[config.mk]
export PLATFORM = sky130hd
export DESIGN_NAME = uart_alu_frame_ctrl_flat
export DESIGN_NICKNAME = d
export VERILOG_FILES = /design/src/rtl/uart_alu_frame_if.sv /design/src/rtl/uart_alu_frame_ctrl.sv /design/src/flat_wrapper.sv
export SDC_FILE = /design/constraint.sdc
export NUM_CORES = 1
export LEC_CHECK = 0
export ABC_AREA = 1
export CORE_ASPECT_RATIO = 0.6
export CORE_UTILIZATION = 55
export CTS_CLUSTER_SIZE = 8
export DETAILED_ROUTE_END_ITERATION = 7
export MAX_ROUTING_LAYER = met4
export PLACE_DENSITY = 0.82
export SYNTH_ARGS = -nofsm -noshare
export SYNTH_HDL_FRONTEND = slang
export SYNTH_SLANG_ARGS = --single-unit
export TNS_END_PERCENT = 5
[constraint.sdc]
create_clock -name clk -period 6.05 [get_ports clk]
set_input_delay 1.21 -clock clk [delete_from_list [all_inputs] [get_ports clk]]
set_output_delay 1.21 -clock clk [all_outputs]
set_load 0.01 [all_outputs]
[src/rtl/uart_alu_frame_if.sv]
// rtl/uart_alu_frame_if.sv - UART/ALU side signal bundle for the frame controller
interface uart_alu_frame_if #(
    parameter int NB_DATA = 32,
    parameter int NB_OP   = 6
) ();
    logic [7:0]         i_rx;
    logic               i_rxDone;
    logic               i_txDone;
    logic               o_tx_start;
    logic [7:0]         o_data;
    logic [NB_DATA-1:0] o_datoA;
    logic [NB_DATA-1:0] o_datoB;
    logic [NB_OP-1:0]   o_operation;
    logic               o_valid;
    logic [NB_DATA-1:0] i_result;
    logic               o_err_tag;
    logic               o_err_timeout;
    logic               o_busy;

    modport slave (
        input  i_rx, i_rxDone, i_txDone, i_result,
        output o_tx_start, o_data, o_datoA, o_datoB, o_operation, o_valid,
               o_err_tag, o_err_timeout, o_busy
    );

    modport master (
        output i_rx, i_rxDone, i_txDone, i_result,
        input  o_tx_start, o_data, o_datoA, o_datoB, o_operation, o_valid,
               o_err_tag, o_err_timeout, o_busy
    );
endinterface

[src/rtl/uart_alu_frame_ctrl.sv]
// rtl/uart_alu_frame_ctrl.sv - tagged UART frame parser driving an ALU and streaming the result back
module uart_alu_frame_ctrl #(
    parameter int          NB_DATA = 32,
    parameter int          NB_OP   = 6,
    parameter int          TIMEOUT = 100000,
    parameter logic [7:0]  TAG_A   = 8'h08,
    parameter logic [7:0]  TAG_B   = 8'h10,
    parameter logic [7:0]  TAG_OP  = 8'h20
) (
    input  logic             clk,
    input  logic             i_rst,
    uart_alu_frame_if.slave  bus
);
    localparam int NBYTES = NB_DATA / 8;
    localparam int CW     = $clog2(NBYTES) + 1;
    localparam int TW     = $clog2(TIMEOUT) + 1;

    typedef enum logic [2:0] {IDLE, PAYLOAD, EXEC, TX_SEND, TX_WAIT} state_t;
    typedef enum logic [1:0] {K_A, K_B, K_OP} kind_t;

    state_t             state_q, state_d;
    kind_t              kind_q, kind_d;
    logic [CW-1:0]      cnt_q, cnt_d;
    logic [CW-1:0]      tx_cnt_q, tx_cnt_d;
    logic [TW-1:0]      timer_q, timer_d;
    logic [NB_DATA-1:0] asm_q, asm_d, asm_next;
    logic [NB_DATA-1:0] shift_q, shift_d;
    logic [NB_DATA-1:0] dato_a_q, dato_a_d;
    logic [NB_DATA-1:0] dato_b_q, dato_b_d;
    logic [NB_OP-1:0]   op_q, op_d;
    logic [7:0]         data_q, data_d;
    logic               valid_q, valid_d;
    logic               tx_start_q, tx_start_d;
    logic               err_tag_q, err_tag_d;
    logic               err_to_q, err_to_d;
    logic               busy_q, busy_d;

    always_comb begin
        state_d    = state_q;
        kind_d     = kind_q;
        cnt_d      = cnt_q;
        tx_cnt_d   = tx_cnt_q;
        timer_d    = timer_q;
        asm_d      = asm_q;
        shift_d    = shift_q;
        dato_a_d   = dato_a_q;
        dato_b_d   = dato_b_q;
        op_d       = op_q;
        data_d     = data_q;
        valid_d    = 1'b0;
        tx_start_d = 1'b0;
        err_tag_d  = 1'b0;
        err_to_d   = 1'b0;
        asm_next   = asm_q;
        asm_next[8*int'(cnt_q) +: 8] = bus.i_rx;

        case (state_q)
            IDLE: begin
                if (bus.i_rxDone) begin
                    if (bus.i_rx == TAG_A || bus.i_rx == TAG_B || bus.i_rx == TAG_OP) begin
                        kind_d  = (bus.i_rx == TAG_A) ? K_A : ((bus.i_rx == TAG_B) ? K_B : K_OP);
                        cnt_d   = '0;
                        timer_d = '0;
                        asm_d   = '0;
                        state_d = PAYLOAD;
                    end else begin
                        err_tag_d = 1'b1;
                    end
                end
            end
            PAYLOAD: begin
                if (bus.i_rxDone) begin
                    timer_d = '0;
                    cnt_d   = cnt_q + CW'(1);
                    asm_d   = asm_next;
                    if (kind_q == K_OP) begin
                        op_d    = bus.i_rx[NB_OP-1:0];
                        valid_d = 1'b1;
                        state_d = EXEC;
                    end else if (cnt_q == CW'(NBYTES - 1)) begin
                        // Whole word lands in one update so the ALU never sees a partial operand
                        if (kind_q == K_A) begin
                            dato_a_d = asm_next;
                        end else begin
                            dato_b_d = asm_next;
                        end
                        asm_d   = '0;
                        state_d = IDLE;
                    end
                end else if (timer_q == TW'(TIMEOUT - 1)) begin
                    err_to_d = 1'b1;
                    asm_d    = '0;
                    state_d  = IDLE;
                end else begin
                    timer_d = timer_q + TW'(1);
                end
            end
            EXEC: begin
                shift_d    = bus.i_result;
                data_d     = bus.i_result[7:0];
                tx_cnt_d   = '0;
                tx_start_d = 1'b1;
                state_d    = TX_SEND;
            end
            TX_SEND: begin
                state_d = TX_WAIT;
            end
            TX_WAIT: begin
                if (bus.i_txDone) begin
                    if (tx_cnt_q == CW'(NBYTES - 1)) begin
                        state_d = IDLE;
                    end else begin
                        shift_d    = shift_q >> 8;
                        data_d     = shift_d[7:0];
                        tx_cnt_d   = tx_cnt_q + CW'(1);
                        tx_start_d = 1'b1;
                        state_d    = TX_SEND;
                    end
                end
            end
            default: state_d = IDLE;
        endcase

        busy_d = (state_d != IDLE);
    end

    always_ff @(posedge clk) begin
        if (i_rst) begin
            state_q    <= IDLE;
            kind_q     <= K_A;
            cnt_q      <= '0;
            tx_cnt_q   <= '0;
            timer_q    <= '0;
            asm_q      <= '0;
            shift_q    <= '0;
            dato_a_q   <= '0;
            dato_b_q   <= '0;
            op_q       <= '0;
            data_q     <= '0;
            valid_q    <= 1'b0;
            tx_start_q <= 1'b0;
            err_tag_q  <= 1'b0;
            err_to_q   <= 1'b0;
            busy_q     <= 1'b0;
        end else begin
            state_q    <= state_d;
            kind_q     <= kind_d;
            cnt_q      <= cnt_d;
            tx_cnt_q   <= tx_cnt_d;
            timer_q    <= timer_d;
            asm_q      <= asm_d;
            shift_q    <= shift_d;
            dato_a_q   <= dato_a_d;
            dato_b_q   <= dato_b_d;
            op_q       <= op_d;
            data_q     <= data_d;
            valid_q    <= valid_d;
            tx_start_q <= tx_start_d;
            err_tag_q  <= err_tag_d;
            err_to_q   <= err_to_d;
            busy_q     <= busy_d;
        end
    end

    assign bus.o_tx_start    = tx_start_q;
    assign bus.o_data        = data_q;
    assign bus.o_datoA       = dato_a_q;
    assign bus.o_datoB       = dato_b_q;
    assign bus.o_operation   = op_q;
    assign bus.o_valid       = valid_q;
    assign bus.o_err_tag     = err_tag_q;
    assign bus.o_err_timeout = err_to_q;
    assign bus.o_busy        = busy_q;
endmodule

[src/flat_wrapper.sv]
// flat-port wrapper written by rule: the top's interface ports become plain ports
module uart_alu_frame_ctrl_flat 
#(
    parameter int          NB_DATA = 32,
    parameter int          NB_OP   = 6,
    parameter int          TIMEOUT = 100000,
    parameter logic [7:0]  TAG_A   = 8'h08,
    parameter logic [7:0]  TAG_B   = 8'h10,
    parameter logic [7:0]  TAG_OP  = 8'h20
)
  (clk, i_rst, bus_i_rx, bus_i_rxDone, bus_i_txDone, bus_i_result, bus_o_tx_start, bus_o_data, bus_o_datoA, bus_o_datoB, bus_o_operation, bus_o_valid, bus_o_err_tag, bus_o_err_timeout, bus_o_busy);
  uart_alu_frame_if #(.NB_DATA(NB_DATA), .NB_OP(NB_OP)) bus_i ();
  input  logic clk;
  input  logic i_rst;
  input wire logic [$bits(bus_i.i_rx)-1:0] bus_i_rx;
  input wire logic [$bits(bus_i.i_rxDone)-1:0] bus_i_rxDone;
  input wire logic [$bits(bus_i.i_txDone)-1:0] bus_i_txDone;
  input wire logic [$bits(bus_i.i_result)-1:0] bus_i_result;
  output wire logic [$bits(bus_i.o_tx_start)-1:0] bus_o_tx_start;
  output wire logic [$bits(bus_i.o_data)-1:0] bus_o_data;
  output wire logic [$bits(bus_i.o_datoA)-1:0] bus_o_datoA;
  output wire logic [$bits(bus_i.o_datoB)-1:0] bus_o_datoB;
  output wire logic [$bits(bus_i.o_operation)-1:0] bus_o_operation;
  output wire logic [$bits(bus_i.o_valid)-1:0] bus_o_valid;
  output wire logic [$bits(bus_i.o_err_tag)-1:0] bus_o_err_tag;
  output wire logic [$bits(bus_i.o_err_timeout)-1:0] bus_o_err_timeout;
  output wire logic [$bits(bus_i.o_busy)-1:0] bus_o_busy;
  assign bus_i.i_rx = bus_i_rx;
  assign bus_i.i_rxDone = bus_i_rxDone;
  assign bus_i.i_txDone = bus_i_txDone;
  assign bus_i.i_result = bus_i_result;
  assign bus_o_tx_start = bus_i.o_tx_start;
  assign bus_o_data = bus_i.o_data;
  assign bus_o_datoA = bus_i.o_datoA;
  assign bus_o_datoB = bus_i.o_datoB;
  assign bus_o_operation = bus_i.o_operation;
  assign bus_o_valid = bus_i.o_valid;
  assign bus_o_err_tag = bus_i.o_err_tag;
  assign bus_o_err_timeout = bus_i.o_err_timeout;
  assign bus_o_busy = bus_i.o_busy;
  uart_alu_frame_ctrl #(.NB_DATA(NB_DATA), .NB_OP(NB_OP), .TIMEOUT(TIMEOUT), .TAG_A(TAG_A), .TAG_B(TAG_B), .TAG_OP(TAG_OP)) u_core (.clk(clk), .i_rst(i_rst), .bus(bus_i));
endmodule
## Word level (Yosys, flattened, before mapping)

Index checks and enable logic that the tools add are counted.

| cells by class | value |
|---|---|
| shifts and indexed selects | 2 |
| add/sub/neg operators | 4 |
| equality and inequality tests | 18 |
| multiplexer cells | 43 |
| bitwise operators | 5 |
| reductions and logical operators | 18 |

Operators by type and width:

| cell | count |
|---|---|
| $mux 32 | 8 |
| $pmux 32 s2 | 2 |
| $mux 18 | 4 |
| $mux 3 | 12 |
| $pmux 18 s2 | 1 |
| $neg 6->33 | 1 |
| $shift 8x33->32 const A | 1 |
| $shiftx 8x33->32 | 1 |
| $bwmux 32 | 1 |
| $add 18x1->18 const B | 1 |
| $eq 18x17->1 const B | 1 |
| $mux 8 | 2 |
| $pmux 8 s2 | 1 |
| $pmux 3 s5 | 1 |
| $eq 3x2->1 const B | 4 |
| $pmux 3 s2 | 2 |
| $reduce_and 4->1 | 3 |
| $reduce_and 5->1 | 2 |
| $reduce_and 3->1 | 3 |
| $reduce_or 3->1 | 3 |
| $eq 8x4->1 const B | 1 |
| $eq 8x5->1 const B | 1 |
| $eq 8x6->1 const B | 1 |
| $ne 2x2->1 const B | 4 |
| other kinds (16) | 29 |

| storage, ports and cells | value |
|---|---|
| word-level logic and storage cells | 106 |
| input port bits | 44 |
| output and inout port bits | 83 |
| bits in registers | 176 |

## Longest topological paths before layout

| depth | value |
|---|---|
| depth in word-level cells | 7 |
| gate-level depth with buffers | 12 |

## Least setup slack after synthesis

Ideal clock, no wire load.

| path | value |
|---|---|
| path type | input-to-reg |
| start point | in bus_i_rx[3] |
| end point | reg u_core.asm_q[0] |
| cell stages on the path | 11 |
| path slack | 3.670 ns |
| buffers on the path | 1 |
| arrival | 2.242 ns |
| library setup time | 0.138 ns |
| cell sequence | inv_1 nand2_1 nor2_1 nand2_2 nand3_1 nand2_2 nand2_1 nand2_1 buf_4 nand2_1 a21oi_1 |

| on the way | value |
|---|---|
| cells in the longest elaborated chain, start to end | 6 |
| elaborated cells on any way between the ends | 13 |
| classes of those cells | eq/ne: 4; shift: 1; mux: 5; reduce/logical: 3 |

RTL lines:

| what | line | source |
|---|---|---|
| start, declared | flat_wrapper.sv:15 | `input wire logic [$bits(bus_i.i_rx)-1:0] bus_i_rx;` |
| $shiftx 8x33->32 | uart_alu_frame_ctrl.sv:55 | `asm_next[8*int'(cnt_q) +: 8] = bus.i_rx;` |
| $bwmux 32 | uart_alu_frame_ctrl.sv:55 |  |
| $mux 32 | uart_alu_frame_ctrl.sv:80 | `end else if (cnt_q == CW'(NBYTES - 1)) begin` |
| $mux 32 | uart_alu_frame_ctrl.sv:76 | `if (kind_q == K_OP) begin` |
| $mux 32 | uart_alu_frame_ctrl.sv:72 | `if (bus.i_rxDone) begin` |
| $pmux 32 s2 | uart_alu_frame_ctrl.sv:57 | `case (state_q)` |
| end signal, assigned | uart_alu_frame_ctrl.sv:151 | `asm_q <= asm_d;` |
| end, declared | uart_alu_frame_ctrl.sv:26 | `logic [NB_DATA-1:0] asm_q, asm_d, asm_next;` |

Several ways; a longest one is shown, not always the timed one.
A chain may end at the register's enable or synchronous reset.

## Final worst setup path

| path | value |
|---|---|
| start point | in bus_i_rx[4] |
| end point | reg u_core.asm_q[2] |

The elaborated chain is that of the path after synthesis.

==> out/metrics.yaml <==
r2r_start: "u_core.cnt_q[0]"
synth_ff_type: "dfxtp_1"
endpoint: "u_core.asm_q[2]"
drc: 13
dp.cells: 1261
fin_crit_ps: 3360
timing.critical_path.from: "bus_i_rx[4]"
grt_pass1_vias: 6182
critical_path.max_fanout: 31
postCtsHoldBufs: 0
p_leak_nw: 3.34
rsz0062_at_grt: "false"
io_pins: 127
clock_path_buffers: 2
setup_violations: 0
postSynthAreaPerCell_um2: 7.29
cts_buffers: 17
crit_required_ps: 6320
cts_resized: 0
crit_cells: 11
critPathMaxStageDelay_ps: 660
place.gp.congestion: 0.929
irDropWorstVdd_mv: 0.236
crit_family: "simple AND/OR/NAND/NOR gates"
hpwl_mm: 12.7
placed_cell_area_um2: 8600
setup_tns_ps: 0
rrSetupSlack_ps: 3200
slew_violations: 0
grt.total_usage_pct: 28.8
core_area_um2: 13000
final_util_pct: 70.8
fin_worst_hold_slack_ps: 467
clk_latency_ps: 420
synthCells: 1022
cpMostUsedCell: "nand2_1"
yosysUniqueCellTypes: 37
nFillCells: 1046
postCtsSetupBuffers: 0
nNetsFinal: 1163
tightest_slew_ps: 1090
critPathLaunchType: "primary input"
cts.sinks: 168
hold_class: "reg2reg"
grt-ovfl-total: 0
antenna_found_initial: 0
power_mw: 2.30
ff2ff_path_depth: 7
htreeDepth: 4
die_area_um2: 14000
status: "complete, but fails checks"
route.vias.total: 7075
crit_chain: "clkdlybuf4s50_1 -> inv_1 -> nand2_1 -> nor2_1 -> nand2_1 -> nand3_1 -> nand2_2 -> nand2_1 -> nand2_1 -> nand2_1 -> a21oi_1"
arrival_ps: 3630
seqCellArea_um2: 3360
crit_buf_inv: 2
grt_max_degree: 72
r2r_end: "u_core.asm_q[1]"
initial_utilization_pct: 57.2
skew_ps: 13.4
io_buffer_count: 126
yosys_warnings: 0
syn-num-nets: 1075
die_height_um: 92.1
drive_gt1_share_pct: 7.30
fmax_ghz: 0.298
wl_per_cell_um: 14.7
place_ws_ps: 2340
yosysSeqAreaShare_pct: 45.2
grt_pass1_wl_mm: 31.6
finalHoldViolations: 0
async_flop_share_pct: 0
violations: "design-rule violations"
max-slew-margin-rel_pct: 27.3
cts-root-buf: "clkbuf_16"
ys_ff_latch: 168
layout_worst_path_cycle_share_pct: 55.5
powerDensity_nw_per_um2: 249
drt_first_pass_iters: 7
row_count: 32
cts_tree: "done"
vias_per_cell: 5.47
areaGrowthSynthToFinish_pct: 23.8
die_w_um: 152
critPathSlowestCell: "nand2_1"
final_area_um2: 9220
critPathKind: "in2reg"
cp-end-kind: "register"
fin_cells: 1293
synth_edf_count: 0
routed_wl_mm: 19.1
multi_input_area_um2: 3500
final.setup.worst_slack_ps: 2690
drv_cap: 0
drt_iter0_drc: 716
clk_pin_slew_ps: 70
diodes: 0
ant_nets: 0
syn-cell-area_um2: 7450
-- layer usage --
layer  GRT usage [%]  vias to the layer above  routed length [um]
met5               -                        -                   0
met4            7.48                        0                 223
met3            5.20                       28                1590
met2            39.1                      299                7630
met1            42.9                     3214                9620
li1                -                     3534                   -
-- report_power, final --
group	switching [mW]	internal [mW]
registers	0.000830	1.11
logic	0.0500	0.0364
clock network	0.499	0.604
-- worst min-delay path, stage by stage, from the launching register on --
cell,delay (ps)
dfxtp_1,310
nand2_1,60
a21oi_1,50
-- cells in the final DEF (no fill, tap or decap), types with 2 or more instances in the layout --
| cell type | Yosys | layout |
|---|---|---|
| inv_6 | 0 | 2 |
| o22ai_1 | 3 | 3 |
| nand2_2 | 11 | 11 |
| clkinv_4 | 0 | 3 |
| clkdlybuf4s50_1 | 0 | 125 |
| a21oi_1 | 92 | 92 |
| nand3_2 | 3 | 3 |
| or2_1 | 9 | 9 |
| a311oi_1 | 7 | 7 |
| nand2_1 | 240 | 240 |
| a22oi_1 | 8 | 8 |
| o21ai_1 | 4 | 4 |
| or2_2 | 2 | 2 |
| buf_4 | 13 | 4 |
| a31oi_1 | 17 | 17 |
| nor3_1 | 5 | 5 |
| a21oi_2 | 10 | 10 |
| nand3_4 | 2 | 2 |
| ha_1 | 9 | 9 |
| o21bai_1 | 3 | 3 |
| nand4_1 | 16 | 16 |
| inv_1 | 56 | 55 |
| nor2_1 | 138 | 138 |
| nor2_2 | 2 | 2 |
| inv_8 | 0 | 4 |
| dfxtp_1 | 168 | 168 |
| o21ai_0 | 113 | 113 |
| nand3_1 | 25 | 25 |
| nor2_4 | 5 | 5 |
| clkinv_8 | 0 | 3 |
| inv_2 | 7 | 8 |
| clkbuf_16 | 0 | 17 |
-- worst min path at each step --
stage	start	end	slack (ps)	depth (start not counted)
2_1_floorplan	u_core.tx_cnt_q[0]	u_core.tx_cnt_q[0]	430	1
3_3_place_gp	u_core.asm_q[26]	u_core.asm_q[26]	450	2
3_5_place_dp	u_core.asm_q[7]	u_core.asm_q[7]	450	2
4_1_cts	u_core.asm_q[18]	u_core.asm_q[18]	460	2
5_1_grt	u_core.asm_q[10]	u_core.asm_q[10]	480	2
6_report	u_core.shift_q[25]	u_core.shift_q[25]	470	2
-- cell usage after synthesis (all sizes together) (3+ instances only) --
cell type | count | area [um^2]
a21oi | 102 | 548
a22oi | 8 | 60.1
a311oi | 7 | 61.3
a31oi | 17 | 106
buf | 33 | 213
clkbuf | 27 | 121
dfxtp | 168 | 3360
ha | 9 | 113
inv | 63 | 236
nand2 | 251 | 970
nand3 | 30 | 190
nand4 | 17 | 113
nor2 | 145 | 587
nor3 | 6 | 35.0
o21ai | 117 | 586
o21bai | 3 | 22.5
o22ai | 3 | 18.8
or2 | 12 | 75.1
-- registers in the layout, summed over array words and instances, names as in the netlist --
| signal | cells |
|---|---|
| u_core.bus.o_operation | 6 |
| u_core.cnt_q | 3 |
| u_core.state_q | 3 |
| u_core.tx_cnt_q | 3 |
| u_core.bus.o_datoB | 32 |
| u_core.asm_q | 32 |
| u_core.timer_q | 18 |
| u_core.bus.o_err_tag | 1 |
| u_core.bus.o_tx_start | 1 |
| u_core.bus.o_valid | 1 |
| u_core.shift_q | 25 |
| u_core.bus.o_datoA | 32 |
| u_core.kind_q | 2 |
| u_core.bus.o_err_timeout | 1 |
| u_core.bus.o_busy | 1 |
| u_core.bus.o_data | 7 |
-- cells by family (layout without fill, tap and decap cells) --
group | Yosys count | count (layout) | synth area share (%)
compound gates | 258 | 258 | 18.9
xor+xnor | 1 | 1 | 0.118
fa+ha+maj | 9 | 9 | 1.51
buf+inv | 125 | 226 | 7.83
flops | 168 | 168 | 45.2
simple gates | 461 | 461 | 26.4
-- cell type report --
type / instances / area share [%]
clock inverters: 14 / 1.90
flip-flops and latches: 168 / 36.5
multi-input cells: 729 / 38.0
inverters: 64 / 2.61
repair buffers: 130 / 14.0
well taps: 170 / 2.31
clock buffers: 18 / 4.76
Note: power is estimated with default switching activity, not from simulation.
